--- config.mk ---
export PLATFORM = sky130hd
export DESIGN_NAME = sprite_compositor
export DESIGN_NICKNAME = d
export VERILOG_FILES = /design/src/rtl/sprite_compositor.sv
export SDC_FILE = /design/constraint.sdc
export NUM_CORES = 1
export LEC_CHECK = 0
export CAP_MARGIN = 25
export CORE_AREA = 2 2 245 247
export DETAILED_ROUTE_END_ITERATION = 12
export DIE_AREA = 0 0 247 249
export PLACE_DENSITY = 0.65
export SYNTH_ARGS = -nofsm -noshare
export SYNTH_HDL_FRONTEND = slang
export SYNTH_SLANG_ARGS = --single-unit
--- constraint.sdc ---
create_clock -name Clk -period 12.05 [get_ports Clk]
set_clock_uncertainty 0.15 [all_clocks]
set_input_delay 3.0125 -clock Clk [delete_from_list [all_inputs] [get_ports Clk]]
set_output_delay 3.0125 -clock Clk [all_outputs]
set_load 0.005 [all_outputs]
--- src/rtl/sprite_compositor.sv ---
// ============================================================================
// sprite_compositor : two-stage sprite/text/background pixel compositor with
//                     per-sprite synchronous ROM reads and collision flags.
// Rev 1.0
// ============================================================================
`default_nettype none

module sprite_compositor #(
   parameter int NUM_SPRITES = 6,
   parameter int SPRITE_W    = 32,
   parameter int SPRITE_H    = 32,
   parameter int ROM_AW      = 7
) (
   input  logic                            Clk,
   input  logic                            Reset,
   input  logic                            pix_valid,
   input  logic [9:0]                      DrawX,
   input  logic [9:0]                      DrawY,
   input  logic                            frame_start,
   input  logic [10*NUM_SPRITES-1:0]       spr_x,
   input  logic [10*NUM_SPRITES-1:0]       spr_y,
   input  logic [ROM_AW*NUM_SPRITES-1:0]   spr_base,
   input  logic [24*NUM_SPRITES-1:0]       spr_rgb,
   input  logic [NUM_SPRITES-1:0]          spr_en,
   input  logic [NUM_SPRITES-1:0]          spr_flip,
   input  logic [7:0]                      bg_r,
   input  logic [7:0]                      bg_g,
   input  logic [7:0]                      bg_b,
   input  logic                            draw_text,
   input  logic                            text_pixel,
   output logic [ROM_AW*NUM_SPRITES-1:0]   rom_addr,
   input  logic [SPRITE_W*NUM_SPRITES-1:0] rom_data,
   output logic [7:0]                      VGA_R,
   output logic [7:0]                      VGA_G,
   output logic [7:0]                      VGA_B,
   output logic                            out_valid,
   output logic [NUM_SPRITES-1:0]          collision,
   output logic [NUM_SPRITES-1:0]          collision_last
);

   localparam int CW = (SPRITE_W > 1) ? $clog2(SPRITE_W) : 1;

   logic [NUM_SPRITES-1:0]      w_hit;
   logic [CW-1:0]               w_col [NUM_SPRITES];

   logic [NUM_SPRITES-1:0]      r_hit;
   logic [CW-1:0]               r_col [NUM_SPRITES];
   logic [7:0]                  r_bg_r, r_bg_g, r_bg_b;
   logic                        r_text;
   logic                        r_v1;
   logic [24*NUM_SPRITES-1:0]   r_rgb;
   logic [NUM_SPRITES-1:0]      r_flip;

   logic [NUM_SPRITES-1:0]      w_opaque;
   logic [CW-1:0]               w_idx;
   logic [23:0]                 w_rgb;
   logic                        w_coll;

   // Stage 0: 11-bit window compares so sprites near the right/bottom edge never wrap.
   for (genvar i = 0; i < NUM_SPRITES; i++) begin : g_spr
      logic [9:0] w_x, w_y;
      assign w_x = spr_x[10*i +: 10];
      assign w_y = spr_y[10*i +: 10];
      assign w_hit[i] = spr_en[i]
                      & ({1'b0, DrawX} >= {1'b0, w_x})
                      & ({1'b0, DrawX} <  ({1'b0, w_x} + 11'(SPRITE_W)))
                      & ({1'b0, DrawY} >= {1'b0, w_y})
                      & ({1'b0, DrawY} <  ({1'b0, w_y} + 11'(SPRITE_H)));
      assign rom_addr[ROM_AW*i +: ROM_AW] = w_hit[i]
                      ? spr_base[ROM_AW*i +: ROM_AW] + ROM_AW'(DrawY - w_y)
                      : '0;
      assign w_col[i] = CW'(DrawX - w_x);
   end

   always_ff @(posedge Clk or posedge Reset) begin
      if (Reset) begin
         r_hit  <= '0;
         r_bg_r <= '0;
         r_bg_g <= '0;
         r_bg_b <= '0;
         r_text <= 1'b0;
         r_v1   <= 1'b0;
         r_rgb  <= '0;
         r_flip <= '0;
         for (int i = 0; i < NUM_SPRITES; i++) r_col[i] <= '0;
      end else begin
         r_hit  <= w_hit & {NUM_SPRITES{pix_valid}};
         r_bg_r <= bg_r;
         r_bg_g <= bg_g;
         r_bg_b <= bg_b;
         r_text <= draw_text & text_pixel;
         r_v1   <= pix_valid;
         r_rgb  <= spr_rgb;
         r_flip <= spr_flip;
         for (int i = 0; i < NUM_SPRITES; i++) r_col[i] <= w_col[i];
      end
   end

   // Stage 1: ROM row has arrived; pick the mirrored or direct column bit.
   always_comb begin
      w_opaque = '0;
      w_idx    = '0;
      for (int i = 0; i < NUM_SPRITES; i++) begin
         w_idx       = r_flip[i] ? CW'(SPRITE_W - 1) - r_col[i] : r_col[i];
         w_opaque[i] = r_hit[i] & rom_data[i*SPRITE_W + int'(w_idx)];
      end
   end

   always_comb begin
      w_rgb = {r_bg_r, r_bg_g, r_bg_b};
      for (int i = NUM_SPRITES - 1; i >= 0; i--) begin
         if (w_opaque[i]) w_rgb = r_rgb[24*i +: 24];
      end
      if (r_text) w_rgb = 24'hFF_FFFF;
   end

   // Two or more opaque bits set <=> clearing the lowest one leaves something.
   assign w_coll = r_v1 & ((w_opaque & (w_opaque - NUM_SPRITES'(1))) != '0);

   always_ff @(posedge Clk or posedge Reset) begin
      if (Reset) begin
         out_valid      <= 1'b0;
         VGA_R          <= '0;
         VGA_G          <= '0;
         VGA_B          <= '0;
         collision      <= '0;
         collision_last <= '0;
      end else begin
         out_valid <= r_v1;
         {VGA_R, VGA_G, VGA_B} <= r_v1 ? w_rgb : 24'h0;
         if (frame_start) begin
            collision_last <= collision;
            collision      <= w_coll ? w_opaque : '0;
         end else if (w_coll) begin
            collision <= collision | w_opaque;
         end
      end
   end

endmodule

`default_nettype wire

; ---- Yosys cells after proc, flatten, opt, wreduce, memory -nomap -nowiden
; Cells that the tools add are included.
[word_totals]
word_cells = 169
ff_bits = 249
output_inout_bits = 79
input_bits = 560
[op_classes]
n_addsub = 42
mux = 40
n_bitwise = 35
n_reduce_logical = 2
magnitude_cmp = 30
[op_table]
columns = op, n
row1 = 24-bit two-way mux, 8
row2 = 10-bit by 6-bit adder with 11-bit output (second input constant), 12
row3 = 10-bit by 11-bit less-than comparator with 1-bit output, 12
row4 = 10-bit >= comparator, 12
row5 = 7-bit adder, 6
row6 = 7-bit two-way mux, 6
row7 = 7-bit subtractor, 6
row8 = 1-bit binary-select mux with 8-bit select, 5
row9 = 1-bit AND, 32
row10 = 5-bit two-way mux, 6
row11 = 5-bit subtractor, 6
row12 = 5-bit subtractor (first input constant), 6
row13 = 8-bit by 5-bit adder with 9-bit output (first input constant), 2
row14 = 8-bit by 9-bit less-than comparator with 1-bit output (second input constant), 2
row15 = 9-bit less-than comparator (second input constant), 2
row16 = 6-bit two-way mux, 3
row17 = 7-bit by 5-bit adder with 8-bit output (first input constant), 2
row18 = 6-bit AND, 2
row19 = 1-bit two-way mux, 11
row20 = 5-bit by 9-bit less-than comparator with 1-bit output (second input constant), 1
row21 = 7-bit by 9-bit less-than comparator with 1-bit output (second input constant), 1
row22 = 6-bit by 5-bit adder with 7-bit output (first input constant), 1
row23 = 6-bit bitwise OR, 1
row24 = 6-bit nonzero test, 1
row25 = 3 further kinds, 3

; ---- Longest topological paths before layout
; Gate-level depths: netlist (run 1).
[depth]
depth_word = 15
mapped_depth = 15
mapped_depth_nobuf = 13

; ---- Worst setup path before layout (run 1)
; No wires, ideal clock.
[synth_path]
path_type = input to output
start = in DrawY[1]
end = out rom_addr[41]
required_time_ns = 8.887
t_arrival_ns = 5.075
setup_slack_ns = 3.813
stages = 10
path_cell_list = inv_1 fa_1 inv_1 fa_1 a21o_1 a21oi_1 o21bai_1 a21oi_1 xnor2_1 nor3_1
[synth_between]
elab_chain_len = 4
[synth_lines]
columns = item, line_no
row1 = "start, declared", 18  ; input logic [9:0] DrawY,
row2 = branches (longest 3 deep; another with 7-bit subtractor), --
row3 = 7-bit two-way mux (*), 70  ; ? spr_base[ROM_AW*i +: ROM_AW] + ROM_AW'(DrawY - w_y)
row4 = "end, declared", 31  ; output logic [ROM_AW*NUM_SPRITES-1:0] rom_addr,
; Every way passes the cells marked *.

; ---- Final worst setup path (run 1)
[layout_path]
start = in DrawY[0]
end = out rom_addr[27]
; The elaborated chain is that of the path after synthesis.

==> results of run 1 <==
## synthesized netlist by cell type, types with 35 or more instances
library cell               number  area [um2]
sky130_fd_sc_hd__nand2_1       52         195
sky130_fd_sc_hd__o22ai_1       38         238
sky130_fd_sc_hd__a21o_1        37         278
sky130_fd_sc_hd__clkbuf_1      35         131
sky130_fd_sc_hd__xnor2_1       89         780
sky130_fd_sc_hd__ha_1         234        2930
sky130_fd_sc_hd__nor3_1        48         240
sky130_fd_sc_hd__inv_1        306        1150
sky130_fd_sc_hd__and3_1        35         219
sky130_fd_sc_hd__nor2_1       114         428
sky130_fd_sc_hd__fa_1          42         841
sky130_fd_sc_hd__a21oi_1       80         400
sky130_fd_sc_hd__o21a_1        42         315
sky130_fd_sc_hd__mux2i_1       70         701
sky130_fd_sc_hd__o21ai_0       86         430
sky130_fd_sc_hd__dfrtp_1      249        6230
sky130_fd_sc_hd__nand3_1       43         215
## state kept, by name (all words and copies together) (netlist names), 6 cells and up
| signal | cells |
|---|---|
| r_rgb | 144 |
| collision | 6 |
| r_bg_b | 8 |
| r_col | 30 |
| VGA_G | 8 |
| VGA_B | 8 |
| r_flip | 6 |
| r_bg_r | 8 |
| r_hit | 6 |
| collision_last | 6 |
| r_bg_g | 8 |
| VGA_R | 8 |
## power by group through the flow
stage / combinational [uW] / sequential, uW / clock [uW]
after global placement: 900 / 979 / 0
after detailed placement: 917 / 983 / 0
final: 920 / 970 / 835
after global routing: 1010 / 980 / 887
after floorplan: 574 / 925 / 0
after CTS: 926 / 968 / 854
## logic make-up after synthesis
| group | Yosys count | share of synthesized area |
|---|---|---|
| and+or+nand+nor | 409 | 0.107 |
| buffers and inverters | 376 | 0.0750 |
| AOI/OAI and AO/OA | 480 | 0.167 |
| DFF | 249 | 0.317 |
| xor gates and xnor gates | 105 | 0.0471 |
| adders and majority gates | 276 | 0.192 |
| muxes | 130 | 0.0950 |
## worst paths after layout
check	start	endpoint	slack [ps]	cells after the start
max	DrawY[0]	rom_addr[27]	2130	14
min in group asynchronous	Reset	r_hit[3]	2820	2
max reg2reg	r_flip[0]	VGA_R[5]	6720	10
min reg2reg	collision_last[1]	collision_last[1]	370	1
max in group asynchronous	Reset	r_rgb[135]	7420	3
min	collision_last[1]	collision_last[1]	370	1
## layout by cell type (no fill, tap or decap), types with 28 or more instances in the layout
cell and n:
sky130_fd_sc_hd__a2111oi_0 31, sky130_fd_sc_hd__a21o_1 37, sky130_fd_sc_hd__a21oi_1 80, sky130_fd_sc_hd__and3_1 35, sky130_fd_sc_hd__clkbuf_16 28, sky130_fd_sc_hd__clkdlybuf4s50_1 638
sky130_fd_sc_hd__dfrtp_1 249, sky130_fd_sc_hd__fa_1 42, sky130_fd_sc_hd__ha_1 234, sky130_fd_sc_hd__inv_1 305, sky130_fd_sc_hd__mux2i_1 70, sky130_fd_sc_hd__mux4_2 29
sky130_fd_sc_hd__nand2_1 52, sky130_fd_sc_hd__nand3_1 43, sky130_fd_sc_hd__nor2_1 114, sky130_fd_sc_hd__nor3_1 48, sky130_fd_sc_hd__o21a_1 42, sky130_fd_sc_hd__o21ai_0 86
sky130_fd_sc_hd__o22ai_1 38, sky130_fd_sc_hd__xnor2_1 89
## worst register-to-register path, stage by stage (launching register included)
cell,delay (ps)
sky130_fd_sc_hd__dfrtp_1,820
sky130_fd_sc_hd__xor2_1,590
sky130_fd_sc_hd__mux2i_1,740
sky130_fd_sc_hd__nor3_1,100
sky130_fd_sc_hd__o31a_1,280
sky130_fd_sc_hd__a211oi_1,220
sky130_fd_sc_hd__o22ai_1,310
sky130_fd_sc_hd__nor2_1,270
sky130_fd_sc_hd__nand2_1,600
sky130_fd_sc_hd__a2111oi_0,910
sky130_fd_sc_hd__nor3_1,170
## layer usage
metal,routed length (um),vias to the layer above,track usage
met3,7500,194,0.0796
met5,360,-,0
met1,26500,8609,0.243
met4,3080,54,0.0905
li1,-,8463,-
met2,36600,708,0.416
## final cells by class
type | count | area, um2 | area share
well taps | 773 | 967 | 0.0348
multi-input cells | 1400 | 12000 | 0.432
flip-flops and latches | 249 | 6230 | 0.224
clock buffers | 40 | 816 | 0.0293
repair buffers | 653 | 6510 | 0.234
clock inverters | 8 | 86.3 | 0.00311
diodes | 12 | 30.0 | 0.00108
inverters | 308 | 1160 | 0.0419
## per-stage QoR
stage | util | std cells
3_5_place_dp | 0.458 | 3383
5_1_grt | 0.473 | 3438
3_3_place_gp | 0.458 | 3382
6_report | 0.474 | 3443
4_1_cts | 0.473 | 3431
2_1_floorplan | - | 2025
==> summary.txt, run 1 <==
Yosys
  • Warnings, synthesis: 0
  • Post-synthesis sequential element count: between 200 and 250
  • Synth Cell Area: between 15000 and 20000 um2
  • Post-synthesis average cell area: roughly 9.7 um2
  • Share of flip-flops with an asynchronous set or reset: 1.00
  • Cell count after synthesis: between 2000 and 2500
  • Sequential element share of the synthesized area: 0.317
  • Number of enable flip-flop cells after synthesis: 0
  • Dominant synthesized flop cell: sky130_fd_sc_hd__dfrtp_1
  • Post-synth cell types: between 70 and 80
  • Net Count, Synth: between 2000 and 3000

Power and ir drop
  • Portion of total power attributed to the clock network: 0.306
  • Net switching share of the total power: 0.311
  • Switching power total: approximately 850 uW
  • Combinational fraction of design power: 0.338
  • Internal power contribution: approximately 1900 uW
  • Power density relative to cell area: a little under 100 nW/um2
  • Part of the power in registers: 0.356
  • Peak VDD IR: around 0.098 mV
  • Reported leakage power: between 0.01 and 0.015 uW
  • Power Total: around 2700 uW

GRT
  • Antenna violations before repair: 45
  • Global-route usage over all layers: 0.231
  • Global-route wire length before repair: 109000 um
  • Via count of the first global-routing pass: 18800
  • Largest net degree at the start of global routing: between 100 and 150
  • Grt ovf: 0

Clock tree
  • Clock slew at the register clock pins of the worst setup and hold paths: ~60 ps
  • Number of buffers created by CTS: 28
  • Number of buffers on the longest clock path: 3
  • Insertion delay to the later sink of the worst-skew pair: 560 ps
  • Clock tree from TritonCTS: yes
  • CTS Sinks: ~250
  • Hold buffers post-CTS: 0
  • Count of H-tree levels built during CTS: 1
  • PostCTS Resize Cnt: 0
  • Post-CTS repair timing setup buffer count: 0
  • Clock root buffer: sky130_fd_sc_hd__clkbuf_16

STA
  • Pin slew with the least headroom to its limit: ~1000 ps
  • Final WS setup: roughly 2100 ps
  • Final hold violation count: 0
  • Setup TNS: 0 ps
  • Post-layout minimum cycle time: between 9000 and 10000 ps
  • Share of the cycle needed by the critical path after routing: 0.823
  • Endpoints failing setup: 0
  • Max-slew violation total from the final report: 0
  • Worst hold margin: 367 ps
  • RSZ-0062 raised after global routing: no
  • Highest attainable clock frequency: 101 MHz
  • Max_slew headroom: 0.306

Detailed routing
  • Number of antenna-violating nets in the routed design: 0
  • Vias per std cell: about 5.2
  • Wire per inst: about 21 um
  • DRC violation total after the first TritonRoute iteration: between 700 and 800
  • Detailed Routing Iterations Pass 1: 5
  • Count of vias placed by the detailed router: between 15000 and 20000
  • Post-Route WL: between 70000 and 80000 um
  • Drt drc: 0

Floorplan
  • Vertical die dimension: between 200 and 250 um
  • Core Footprint: between 50000 and 60000 um2
  • Die Wd: roughly 250 um
  • Number of I/O pins: between 600 and 700
  • Starting utilization of the core area: 0.335
  • Standard-cell rows: between 80 and 90
  • Die area: roughly 62000 um2

Setup path
  • Critical path required time: between 8000 and 9000 ps
  • CP Data Arrival Time: between 6000 and 7000 ps
  • Delay of the slowest cell on the worst path: 700 ps
  • Peak fanout along the critical path: 8
  • Crit end category: output port
  • Top delay family on crit path: compound AO/OA/AOI/OAI gates
  • Bufs and invs on worst path: 3
  • CP Launch Type: primary input
  • Cell repeated most along the worst path: sky130_fd_sc_hd__o21a_1
  • Highest-delay cell along the critical path: sky130_fd_sc_hd__clkdlybuf4s50_1
  • Critical Path, Cell by Cell: clkdlybuf4s50_1 -> inv_1 -> ha_1 -> nor2b_1 -> o21a_1 -> o21a_1 -> o21ai_0 -> a21oi_1 -> o21a_1 -> o21ai_0 -> a21oi_1 -> a211o_1 -> nor2_1 -> clkdlybuf4s50_1
  • Worst Path Class, Setup: primary input to output port

Place
  • Hpwl dp: about 60000 um
  • Number of I/O port buffers: 638
  • Minimum setup slack after placement: roughly 2100 ps
  • Post-place instance area: 26900 um2
  • Routability congestion estimate: between 1 and 1.5

Outcome
  • Result of the run: complete, no violations

Hold path
  • Type of the most critical hold path: register to register

Finish
  • Area Growth Syn to Fin: 41.4%
  • Layout cell share with drive strength beyond 1: 0.0478
  • Number of nets in the layout: between 3000 and 4000
  • Filler instances: 5456
  • Post-route cell area: approximately 28000 um2

Run
  • Max-cap viol count: 0
Note: power is estimated with default switching activity, not from simulation.
==> run 2, diff against run 1 <==
==> constraint.sdc (replaced) <==
create_clock -name Clk -period 9.3 [get_ports Clk]
set_clock_uncertainty 0.15 [all_clocks]
set_input_delay 2.325 -clock Clk [delete_from_list [all_inputs] [get_ports Clk]]
set_output_delay 2.325 -clock Clk [all_outputs]
set_load 0.005 [all_outputs]
==> run 2 against run 1 <==
Net effect:
- total power grew 29%
- clock power grew 27%
- worst hold slack lost 8.7 ps
- non-clock buffer count grew 5
- count of clock-buffer cells in the layout shrank 7
- sequential share of layout area shrank 0.056 points
- final area grew 0.25%
- final cell count grew 0.23%
- die area is the same
- combinational power grew 29%
- critical path depth shrank 1
- utilization grew 0.12 points
- critical path type unchanged
- highest routed layer unchanged
==> summary.txt, run 2 (synthesis results as in run 1) <==
Finish
  • Layout cell share with drive strength beyond 1: 0.0496 (was 0.0478)
  • Area Growth Syn to Fin: 41.7% (was 41.4%)
  • Max reg flops: 144 (unchanged)
  • Register with the most flip-flops: r_rgb (unchanged)
  • Most common cell after layout, fill and taps aside: sky130_fd_sc_hd__clkdlybuf4s50_1 (unchanged)
  • Layout Utilization: 0.475 (was 0.474)
  • Biggest registers after layout: r_rgb: 144 flops, r_col: 30 flops (unchanged)
  • Post-route cell area: 27900 um2 (was 27800 um2)
  • Most frequent cells in the layout: 638 x sky130_fd_sc_hd__clkdlybuf4s50_1, 305 x sky130_fd_sc_hd__inv_1, 249 x sky130_fd_sc_hd__dfrtp_1 (unchanged)
  • Number of nets in the layout: 3479 (was 3476)
  • Final cell count without fillers: 3451 (was 3443)

Floorplan
  • Die Wd: 247 um (unchanged)
  • Standard-cell rows: 89 (unchanged)
  • Vertical die dimension: 249 um (unchanged)
  • Core Footprint: 58700 um2 (unchanged)
  • Starting utilization of the core area: 0.335 (unchanged)
  • Die area: 61500 um2 (unchanged)
  • Number of I/O pins: 639 (unchanged)

Setup path
  • Bufs and invs on worst path: 3 (unchanged)
  • Worst Path Class, Setup: primary input to output port (unchanged)
  • Critical path required time: 6830 ps (was 8890 ps)
  • CP Launch Type: primary input (unchanged)
  • Critical Path, Cell by Cell: clkdlybuf4s50_1 -> inv_1 -> fa_1 -> a21oi_1 -> o21a_1 -> o21ai_0 -> a21boi_0 -> o21a_1 -> o21ai_0 -> a211oi_1 -> o211ai_1 -> nor2_1 -> clkdlybuf4s50_1 (was clkdlybuf4s50_1 -> inv_1 -> ha_1 -> nor2b_1 -> o21a_1 -> o21a_1 -> o21ai_0 -> a21oi_1 -> o21a_1 -> o21ai_0 -> a21oi_1 -> a211o_1 -> nor2_1 -> clkdlybuf4s50_1)
  • Crit end category: output port (unchanged)
  • Highest-delay cell along the critical path: sky130_fd_sc_hd__clkdlybuf4s50_1 (unchanged)
  • CP Data Arrival Time: 6100 ps (was 6750 ps)
  • Top delay family on crit path: buffers and inverters (was compound AO/OA/AOI/OAI gates)
  • Peak fanout along the critical path: 8 (unchanged)
  • Delay of the slowest cell on the worst path: 720 ps (was 700 ps)

Clock tree
  • CTS Sinks: 249 (unchanged)
  • PostCTS Resize Cnt: 0 (unchanged)
  • Post-CTS repair timing setup buffer count: 0 (unchanged)
  • Hold buffers post-CTS: 0 (unchanged)
  • Clock root buffer: sky130_fd_sc_hd__clkbuf_16 (unchanged)
  • Count of H-tree levels built during CTS: 1 (unchanged)
  • Clock slew at the register clock pins of the worst setup and hold paths: 60 ps (about the same)
  • Number of buffers created by CTS: 26 (was 28)
  • Number of buffers on the longest clock path: 3 (unchanged)
  • Clock tree from TritonCTS: yes (unchanged)
  • Insertion delay to the later sink of the worst-skew pair: 550 ps (was 560 ps)

Outcome
  • Result of the run: complete, no violations (unchanged)

GRT
  • Global-route wire length before repair: 110000 um (was 109000 um)
  • Largest net degree at the start of global routing: 143 (was 102)
  • Global-route usage over all layers: 0.234 (was 0.231)
  • Antenna violations before repair: 46 (was 45)
  • Via count of the first global-routing pass: 18700 (was 18800)
  • Grt ovf: 0 (unchanged)

STA
  • Pin slew with the least headroom to its limit: 1020 ps (was 1040 ps)
  • Max_slew headroom: 0.317 (was 0.306)
  • Setup TNS: 0 ps (unchanged)
  • Final hold violation count: 0 (unchanged)
  • Max-slew violation total from the final report: 0 (unchanged)
  • RSZ-0062 raised after global routing: no (unchanged)
  • Share of the cycle needed by the critical path after routing: 0.922
  • Endpoints failing setup: 0 (unchanged)
  • Post-layout minimum cycle time: 8570 ps
  • Highest attainable clock frequency: between 100 and 150 MHz
  • Worst hold margin: 358 ps (was 367 ps)

Hold path
  • Type of the most critical hold path: register to register (unchanged)

Power and ir drop
  • Net switching share of the total power: 0.310 (was 0.311)
  • Combinational fraction of design power: 0.339 (was 0.338)
  • Power density relative to cell area: 126 nW/um2 (was 98.0 nW/um2)
  • Reported leakage power: 0.0125 uW (was 0.0124 uW)
  • Portion of total power attributed to the clock network: 0.304 (was 0.306)
  • Switching power total: 1090 uW (was 848 uW)
  • Internal power contribution: 2420 uW (was 1880 uW)
  • Peak VDD IR: 0.142 mV (was 0.0975 mV)
  • Part of the power in registers: 0.358 (was 0.356)

Detailed routing
  • Drt drc: 0 (unchanged)
  • Count of vias placed by the detailed router: 18000 (about the same)
  • Post-Route WL: 74400 um (was 74000 um)
  • Wire per inst: 21.6 um (was 21.5 um)
  • Detailed Routing Iterations Pass 1: 5 (unchanged)
  • DRC violation total after the first TritonRoute iteration: 744 (was 784)
  • Vias per std cell: 5.21 (was 5.24)
  • Number of antenna-violating nets in the routed design: 0 (unchanged)

Place
  • Routability congestion estimate: 0.976 (was 1.00)
  • Post-place instance area: 26900 um2 (about the same)
  • Hpwl dp: 62200 um (was 61500 um)
  • Number of instances in the placed design: 3386 (was 3383)
  • Number of I/O port buffers: 638 (unchanged)

Run
  • Max-cap viol count: 0 (unchanged)
run 2: final cells by class:
| cell class | instances | area, um2 |
|---|---|---|
| multi-input combinational | 1400 | 12000 |
| antenna | 15 | 37.5 |
| inverter | 308 | 1160 |
| sequential | 249 | 6230 |
| clock inverter | 15 | 181 |
| timing repair buffer | 658 | 6600 |
| clock buffer | 33 | 697 |
| fill | 5491 | 30800 |
| tap | 773 | 967 |
run 2: metal layers:
| metal | up-vias | share of wire | track usage |
|---|---|---|---|
| li1 | 8487 | - | - |
| met1 | 8614 | 0.37 | 0.252 |
| met2 | 656 | 0.50 | 0.418 |
| met3 | 177 | 0.093 | 0.0784 |
| met4 | 54 | 0.038 | 0.0923 |
| met5 | - | 0.0048 | 0 |
run 2: worst paths after layout:
kind | slack [ps] | from | endpoint | depth (start not counted)
hold / removal | 360 | collision_last[0] | collision_last[0] | 1
setup / recovery | 730 | DrawX[1] | rom_addr[12] | 13
max in group asynchronous | 5590 | Reset | r_col[11] | 3
hold reg to reg | 360 | collision_last[0] | collision_last[0] | 1
min in group asynchronous | 2140 | Reset | collision_last[2] | 2
setup reg to reg | 4380 | r_col[21] | VGA_G[5] | 11
run 2: power groups by stage:
stage / logic [uW] / clock network (uW) / registers, uW
4_1_cts: 1190 / 1090 / 1250
3_3_place_gp: 1170 / 0 / 1270
5_1_grt: 1310 / 1150 / 1270
6_report: 1190 / 1060 / 1260
3_5_place_dp: 1180 / 0 / 1270
2_1_floorplan: 744 / 0 / 1200
run 2: per-stage QoR:
| stage | power, uW | setup WS [ps] |
|---|---|---|
| 6_report | 3510 | 729 |
| 4_1_cts | 3540 | 631 |
| 3_3_place_gp | 2440 | 650 |
| 5_1_grt | 3730 | 354 |
| 3_5_place_dp | 2460 | 651 |
| 2_1_floorplan | 1940 | 2440 |
==> run 3, diff against run 2 <==
--- a/config.mk
+++ b/config.mk
@@ -6,10 +6,11 @@
 export NUM_CORES = 1
 export LEC_CHECK = 0
 export CAP_MARGIN = 25
-export CORE_AREA = 2 2 245 247
+export CORE_AREA = 2 2 250 252
+export CTS_BUF_LIST = sky130_fd_sc_hd__clkbuf_2 sky130_fd_sc_hd__clkbuf_4 sky130_fd_sc_hd__clkbuf_8
 export DETAILED_ROUTE_END_ITERATION = 12
-export DIE_AREA = 0 0 247 249
-export PLACE_DENSITY = 0.65
+export DIE_AREA = 0 0 252 254
+export PLACE_DENSITY = 0.63
 export SYNTH_ARGS = -nofsm -noshare
 export SYNTH_HDL_FRONTEND = slang
 export SYNTH_SLANG_ARGS = --single-unit
==> run 3 against run 2 <==
Net effect:
- global-route usage down 0.40 points
- count of clock-buffer cells in the layout is 25 higher
- critical path depth did not move
- utilization decreased by 1.8 points
- flip-flop and latch count unchanged
- clock power increased by 8%
- final cell count rose by 1.3%
- sequential power hardly changed
- maximum frequency fell by 0.11%
- first-iteration DRC count is 19% higher
==> summary.txt, run 3 (synthesis results as in run 1) <==
Detailed routing
  • Wire per inst: 21.7 um (was 21.6 um)
  • Number of antenna-violating nets in the routed design: 0 (unchanged)
  • DRC violation total after the first TritonRoute iteration: 883 (was 744)
  • Drt drc: 0 (unchanged)
  • Post-Route WL: 75900 um (was 74400 um)
  • Vias per std cell: 5.21 (about the same)
  • Detailed Routing Iterations Pass 1: 5 (unchanged)
  • Count of vias placed by the detailed router: 18200 (was 18000)

Setup path
  • CP Launch Type: primary input (unchanged)
  • Bufs and invs on worst path: 3 (unchanged)
  • CP Data Arrival Time: 6110 ps (was 6100 ps)
  • Crit end category: output port (unchanged)
  • Critical path required time: 6830 ps (about the same)
  • Worst Path Class, Setup: primary input to output port (unchanged)
  • Peak fanout along the critical path: 8 (unchanged)
  • Highest-delay cell along the critical path: sky130_fd_sc_hd__clkdlybuf4s50_1 (unchanged)
  • Delay of the slowest cell on the worst path: 710 ps (was 720 ps)
  • Top delay family on crit path: buffers and inverters (unchanged)
  • Critical Path, Cell by Cell: clkdlybuf4s50_1 -> inv_1 -> fa_1 -> a21oi_1 -> o21a_1 -> o21ai_0 -> a21boi_0 -> o21a_1 -> o21ai_0 -> a211oi_1 -> o211ai_1 -> nor2_1 -> clkdlybuf4s50_1 (unchanged)

STA
  • Pin slew with the least headroom to its limit: 1040 ps (was 1020 ps)
  • Highest attainable clock frequency: 117 MHz (about the same)
  • Max_slew headroom: 0.306 (was 0.317)
  • Worst hold margin: 366 ps (was 358 ps)
  • Max-slew violation total from the final report: 0 (unchanged)
  • RSZ-0062 raised after global routing: no (unchanged)
  • Post-layout minimum cycle time: 8580 ps (was 8570 ps)
  • Share of the cycle needed by the critical path after routing: 0.923 (was 0.922)
  • Final hold violation count: 0 (unchanged)
  • Endpoints failing setup: 0 (unchanged)
  • Setup TNS: 0 ps (unchanged)

Floorplan
  • Die area: 64000 um2 (was 61500 um2)
  • Core Footprint: 61300 um2 (was 58700 um2)
  • Vertical die dimension: 254 um (was 249 um)
  • Standard-cell rows: 91 (was 89)
  • Die Wd: 252 um (was 247 um)
  • Starting utilization of the core area: 0.321 (was 0.335)
  • Number of I/O pins: 639 (unchanged)

Place
  • Routability congestion estimate: 0.911 (was 0.976)
  • Number of I/O port buffers: 638 (unchanged)
  • Hpwl dp: 62700 um (was 62200 um)
  • Post-place instance area: 26900 um2 (about the same)

Clock tree
  • Hold buffers post-CTS: 0 (unchanged)
  • PostCTS Resize Cnt: 0 (unchanged)
  • Insertion delay to the later sink of the worst-skew pair: 570 ps (was 550 ps)
  • Post-CTS repair timing setup buffer count: 0 (unchanged)
  • CTS Sinks: 249 (unchanged)
  • Clock root buffer: sky130_fd_sc_hd__clkbuf_8 (was sky130_fd_sc_hd__clkbuf_16)
  • Number of buffers created by CTS: 41 (was 26)
  • Clock slew at the register clock pins of the worst setup and hold paths: 60 ps (about the same)
  • Count of H-tree levels built during CTS: 2 (was 1)
  • Number of buffers on the longest clock path: 3 (unchanged)
  • Clock tree from TritonCTS: yes (unchanged)

Finish
  • Register with the most flip-flops: r_rgb (unchanged)
  • Area taken by multi-input logic gates: 12000 um2 (unchanged)
  • Number of nets in the layout: 3494 (was 3479)
  • Most common cell after layout, fill and taps aside: sky130_fd_sc_hd__clkdlybuf4s50_1 (unchanged)
  • Area Growth Syn to Fin: 42.4% (was 41.7%)
  • Biggest registers after layout: r_rgb: 144 flops, r_col: 30 flops (unchanged)
  • Max reg flops: 144 (unchanged)
  • Most frequent cells in the layout: 638 x sky130_fd_sc_hd__clkdlybuf4s50_1, 305 x sky130_fd_sc_hd__inv_1, 249 x sky130_fd_sc_hd__dfrtp_1 (unchanged)
  • Layout cell share with drive strength beyond 1: 0.0599 (was 0.0496)
  • Post-route cell area: 28000 um2 (was 27900 um2)
  • Area of all sequential standard cells: 6230 um2 (unchanged)
  • Layout Utilization: 0.457 (was 0.475)
  • Filler instances: 5818 (was 5491)

Hold path
  • Type of the most critical hold path: register to register (unchanged)

Run
  • Max-cap viol count: 0 (unchanged)

Power and ir drop
  • Peak VDD IR: 0.102 mV (was 0.142 mV)
  • Power density relative to cell area: 128 nW/um2 (was 126 nW/um2)
  • Power Total: 3600 uW (was 3510 uW)
  • Reported leakage power: 0.0126 uW (was 0.0125 uW)

GRT
  • Global-route usage over all layers: 0.230 (was 0.234)
  • Grt ovf: 0 (unchanged)
  • Via count of the first global-routing pass: 19000 (was 18700)
  • Largest net degree at the start of global routing: 180 (was 143)
  • Global-route wire length before repair: 112000 um (was 110000 um)
  • Antenna violations before repair: 40 (was 46)

Outcome
  • Result of the run: complete, no violations (unchanged)
run 3: cell count changes in the layout (fill, tap and decap cells not counted), moves of 3 or more:
| cell | delta |
|---|---|
| sky130_fd_sc_hd__clkbuf_4 | +7 |
| sky130_fd_sc_hd__clkbuf_8 | +49 |
| sky130_fd_sc_hd__clkbuf_1 | -5 |
| sky130_fd_sc_hd__clkinvlp_4 | -4 |
| sky130_fd_sc_hd__diode_2 | +3 |
| sky130_fd_sc_hd__clkbuf_16 | -26 |
run 3: cell type report:
cell class / count / area share
multi-input cells: 1400 / 0.429
clock inverters: 14 / 0.00773
diodes: 18 / 0.00161
repair buffers: 658 / 0.236
inverters: 308 / 0.0414
clock buffers: 58 / 0.0269
flip-flops and latches: 249 / 0.223
well taps: 790 / 0.0353
run 3: where the power goes:
group	total (uW)	internal [uW]	switching [uW]	leakage [uW]
clock	1140	668	470	0.000511
combinational	1210	651	558	0.00908
sequential	1250	1150	96.5	0.00297
total	3600	2470	1120	0.0126
run 3: worst reg2reg max path, stage by stage, from the launching register on:
cell and delay [ps]:
sky130_fd_sc_hd__dfrtp_1 680, sky130_fd_sc_hd__xor2_2 650, sky130_fd_sc_hd__mux2i_1 420, sky130_fd_sc_hd__a21oi_1 80, sky130_fd_sc_hd__a311o_1 320, sky130_fd_sc_hd__o41ai_1 330, sky130_fd_sc_hd__a31oi_1 180, sky130_fd_sc_hd__nor2_1 280
sky130_fd_sc_hd__nand2_1 620, sky130_fd_sc_hd__a2111oi_0 960, sky130_fd_sc_hd__nor3_1 130
run 3: stage by stage:
| step | worst slack (ps) | std cells |
|---|---|---|
| 2_1_floorplan | 2440 | 2025 |
| 3_3_place_gp | 690 | 3401 |
| 3_5_place_dp | 609 | 3403 |
| 4_1_cts | 588 | 3475 |
| 5_1_grt | 388 | 3487 |
| 6_report | 719 | 3495 |
run 3: per-layer routing:
layer  GRT usage  vias up  part of all wire
met5           0        -            0.0037
met4      0.0793       44             0.030
met3      0.0753      163             0.090
met2       0.420      690              0.51
met1       0.249     8798              0.37
li1            -     8515                 -
run 3: path summary, 6_finish.rpt:
| path | startpoint | to | slack (ps) | depth (start not counted) |
|---|---|---|---|---|
| max | DrawX[1] | rom_addr[9] | 720 | 13 |
| min | collision_last[0] | collision_last[0] | 370 | 1 |
| max reg2reg | r_col[16] | VGA_B[1] | 4370 | 10 |
| min reg2reg | collision_last[0] | collision_last[0] | 370 | 1 |
| max in group asynchronous | Reset | r_col[13] | 5470 | 5 |
| min in group asynchronous | Reset | out_valid | 1920 | 3 |
==> variant 1: new RTL, settings of run 1 <==
Register the output `rom_addr`, cleared by the reset; this adds one clock of latency there. The other outputs are not delayed to match.
--- a/src/rtl/sprite_compositor.sv
+++ b/src/rtl/sprite_compositor.sv
@@ -40,6 +40,8 @@
 
    localparam int CW = (SPRITE_W > 1) ? $clog2(SPRITE_W) : 1;
 
+   logic [ROM_AW*NUM_SPRITES-1:0] rom_addr_d;
+
    logic [NUM_SPRITES-1:0]      w_hit;
    logic [CW-1:0]               w_col [NUM_SPRITES];
 
@@ -66,7 +68,7 @@
                       & ({1'b0, DrawX} <  ({1'b0, w_x} + 11'(SPRITE_W)))
                       & ({1'b0, DrawY} >= {1'b0, w_y})
                       & ({1'b0, DrawY} <  ({1'b0, w_y} + 11'(SPRITE_H)));
-      assign rom_addr[ROM_AW*i +: ROM_AW] = w_hit[i]
+      assign rom_addr_d[ROM_AW*i +: ROM_AW] = w_hit[i]
                       ? spr_base[ROM_AW*i +: ROM_AW] + ROM_AW'(DrawY - w_y)
                       : '0;
       assign w_col[i] = CW'(DrawX - w_x);
@@ -137,6 +139,14 @@
       end
    end
 
+   always_ff @(posedge Clk or posedge Reset) begin
+      if (Reset) begin
+         rom_addr <= '0;
+      end else begin
+         rom_addr <= rom_addr_d;
+      end
+   end
+
 endmodule
 
 `default_nettype wire
Function: changed (Yosys sat finds a counterexample within 4 cycles, from zero or initial values and one cycle with Reset high).
==> variant 1 against run 1 <==
Worst setup slack gained 3.3 ns; sequential cell count is 42 higher; final area is 4.6% higher; first-iteration DRC count is 29% higher; routed wire length grew 3.1%; power grew 14%; die area is the same; area after synthesis is 5.3% higher; largest power group unchanged.
==> variant 1: results (changes against run 1) <==
root buf cell: clkbuf_16
clock buffer depth: 3 (unchanged)
Lkg Pwr: 13.1 nW (+5.5%)
worst hold stages: 1 (unchanged)
Setup crit end: collision[1]
crit path max fanout: 28 (+20)
Placed Area: 27,900 sq um (+3.8%)
drt initial violations: 1,012 (+29%)
Post-synth top flop: dfrtp_1
Hold Path Origin: collision_last[2]
biggest regs: r_rgb (144), rom_addr (42), r_col (30)
RR Endpoint: VGA_B[0]
Worst-Margin Slew: 1.05 ns (+0.0104 ns)
Critical Path AT: 6.85 ns (+0.10 ns)
Max IR drop VDD: 0.106 mV (+8.5%)
Seq/Total Area, Yosys: 0.352 (+0.0347)
YS warnings: 0 (unchanged)
Yosys cell types: 77 (unchanged)
wire length per cell: 21.8 um (+1.4%)
CTS Buf Count: 37 (+32%)
Vias: 18,400 (+2.1%)
WHS: 0.362 ns (-0.00501 ns)
Clk pin slew, worst setup/hold paths: 0.06 ns (about the same)
ratio of cells with drive above 1 in the final layout: 0.0501 (+0.00237)
largest net degree at the start of global routing: 175 (+72%)
Post-CTS Setup Repair Bufs: 0 (unchanged)
fin nets: 3,521 (+1.3%)
initial antenna violation count: 26 (-42%)
Post-synth top cells: inv_1 (306), dfrtp_1 (291), ha_1 (234)
Clk Latency, worst-skew pair: 0.55 ns
GRT overflow: 0 (unchanged)
sw power: 973 uW (+15%)
Layout Utilization: 0.495 (+0.0216)
FF-to-FF Start: r_flip[2]
origin of the worst setup path: rom_data[123]
hold path endpoint: collision_last[2]
Synth area leaders: dfrtp_1 (35%), ha_1 (14%), inv_1 (5.5%)
run status: completed
H-tree levels: 2 (+1)
Global Route Usage Sum: 0.242 (+0.0118)
Layout fillers: 5,285 (-3.1%)
hold-fix buffers at CTS: 0 (unchanged)
reg-to-reg slack, setup: 7.19 ns (+0.47 ns)
first-pass GRT wire length: 114 mm (+4.2%)
number of global-route vias before repair: 19,600 (+4.2%)
Port Buf Inserts: 638 (unchanged)
post-DP HPWL: 61.6 mm (about the same)
path depth of the worst reg2reg path: 10 (unchanged)
Hold Path Class: register to register
Resized Gates After CTS: 0 (unchanged)
gp weighted congestion: 0.961 (-4.2%)
DRT Pass-1 Iters: 5 (unchanged)
Syn Nets: 2,903 (+1.5%)
ys async rst share: 1.00 (unchanged)
-- variant 1: per-stage QoR --
stage / cells / worst slack (ns)
CTS: 3485 / 5.55
finish: 3501 / 5.48
floorplan: 2067 / 0.853
detailed placement: 3419 / 4.97
global placement: 3418 / 5.04
global route: 3496 / 5.23
-- variant 1: power groups by stage --
stage,Clock (mW),Combinational (mW),Sequential (mW)
after CTS,1.10,0.932,1.11
after detailed placement,0,0.925,1.13
after floorplan,0,0.575,1.07
after global routing,1.15,1.02,1.12
final,1.07,0.926,1.12
after global placement,0,0.903,1.13
-- variant 1: cell families (layout without fill, tap and decap cells) --
| group | Yosys count | in the layout | synth area share |
|---|---|---|---|
| compound gates | 480 | 480 | 0.159 |
| buf+inv | 376 | 1021 | 0.0712 |
| flops | 291 | 291 | 0.352 |
| simple gates | 409 | 409 | 0.102 |
| fa+ha+maj | 276 | 276 | 0.182 |
| mux | 130 | 130 | 0.0902 |
| xor+xnor | 105 | 105 | 0.0448 |
| other cells | 0 | 16 | 0 |
-- variant 1: layout make-up --
type | count | share of cell area
Clock buffer | 51 | 0.0357
Sequential cell | 291 | 0.251
Antenna cell | 16 | 0.00138
Multi-Input combinational cell | 1400 | 0.413
Tap cell | 773 | 0.0333
Clock inverter | 15 | 0.00392
Inverter | 308 | 0.0400
Timing Repair Buffer | 647 | 0.222
-- variant 1: routing by layer --
metal,global-route usage,wire [um],vias up
met1,0.276,29200,8956
met5,0,145,-
met4,0.0824,2370,22
met3,0.0683,6410,148
li1,-,-,8614
met2,0.431,38100,658
-- variant 1: worst max-delay path: stages --
cell and delay (ns):
clkdlybuf4s50_1 0.45, mux4_1 0.69, mux4_1 0.54, mux2_2 0.27
nand2_1 0.08, o22ai_2 0.09, o21ai_4 0.14, buf_4 0.32
nand2b_2 0.47, or3_1 0.50, a32o_1 0.26
==> variant 2: new RTL, config.mk and constraints of run 1 <==
Made on the original files. `ROM_AW`: 7 -> 6.
--- a/src/rtl/sprite_compositor.sv
+++ b/src/rtl/sprite_compositor.sv
@@ -9,7 +9,7 @@
    parameter int NUM_SPRITES = 6,
    parameter int SPRITE_W    = 32,
    parameter int SPRITE_H    = 32,
-   parameter int ROM_AW      = 7
+   parameter int ROM_AW      = 6
 ) (
    input  logic                            Clk,
    input  logic                            Reset,
Interface: changed (resized rom_addr and spr_base); port bits go from 639 to 627. The function was not compared with the original's and may differ.
==> variant 2 against run 1 <==
Fmax is 1.2% lower; combinational power is 3.0% lower; power is 2.9% lower; sequential cell count is the same; worst hold slack worse by 0.013 ns; critical path depth unchanged; final cell count shrank 0.81%; final area decreased by 1.6%; global-route usage increased by 0.29 points; worst setup slack got worse by 0.12 ns; routed wire length decreased by 0.55%; area after synthesis is 1.6% lower; largest cell class unchanged.
==> variant 2: results (changes against run 1) <==
Synth area leaders: dfrtp_1 (32%), ha_1 (15%), mux4_2 (6.6%)
post-DP HPWL: 60.8 mm (-1.2%)
post-synthesis xor/xnor area fraction: 0.0448 (-0.00234)
drt initial violations: 837 (+6.8%)
Detail Route met2 WL: 36.5 mm (-0.22%)
Placed Area: 26,400 sq um (-1.8%)
ratio of cells with drive above 1 in the final layout: 0.0570 (+0.00922)
Lkg Pwr: 12.1 nW (-2.5%)
vias per cell: 5.14 (-1.7%)
first-pass GRT wire length: 110 mm (+0.95%)
largest net degree at the start of global routing: 123 (+21%)
Seq/Total Area, Yosys: 0.322 (+0.00514)
Critical Path AT: 6.88 ns (+0.13 ns)
fin nets: 3,414 (-1.8%)
initial antenna violation count: 54 (+20%)
Max IR drop VDD: 0.105 mV (+7.3%)
P&R area growth vs syn: 41.4% (about the same)
Clock Power: 797 uW (-4.6%)
Mean Syn Cell Area: 9.65 sq um (-0.62%)
Port Buf Inserts: 626 (-1.9%)
Global Route Usage Sum: 0.233 (+0.00288)
Yosys cell types: 70 (-9.1%)
routed wire length: 73.6 mm (-0.55%)
sw power: 819 uW (-3.4%)
Crit path max-delay family: buffers and inverters
Inst Count DP: 3,340 (-1.3%)
wl on met1: 26.3 mm (-0.70%)
Clock power frac: 0.301 (-0.005)
number of global-route vias before repair: 18,700 (-0.52%)
gp weighted congestion: 0.959 (-4.4%)
met3 Track Usage GR: 0.0923 (+0.0127)
pre-CTS setup slack: 1.97 ns (-0.159 ns)
Worst-Margin Slew: 0.959 ns (-0.0828 ns)
wire length per cell: 21.6 um (+0.27%)
run status: completed
-- variant 2: changes by cell type after synthesis, moves of 24 or more --
cell / change
mux4_2: +28
a2111oi_0: -25
a22oi_1: +24
o311ai_0: +25
and3_1: -25
nand2_1: +44
-- variant 2: layout make-up --
cell class                      count  area share
Clock buffer                       32      0.0253
Tap cell                          773      0.0354
Clock inverter                     13     0.00535
Multi-Input combinational cell   1366       0.426
Antenna cell                       28     0.00256
Inverter                          313      0.0432
Sequential cell                   249       0.228
Timing Repair Buffer              641       0.235
-- variant 2: final timing paths --
kind                           from      endpoint  slack, ns  cells past startpoint
min                            r_v1     out_valid       0.35                      0
min in group asynchronous     Reset    r_rgb[143]       2.86                      2
max reg2reg                r_col[6]  collision[1]       7.53                     11
max in group asynchronous     Reset     r_bg_b[7]       7.55                      3
min reg2reg                    r_v1     out_valid       0.35                      0
max                        DrawX[1]  rom_addr[33]       2.01                     14
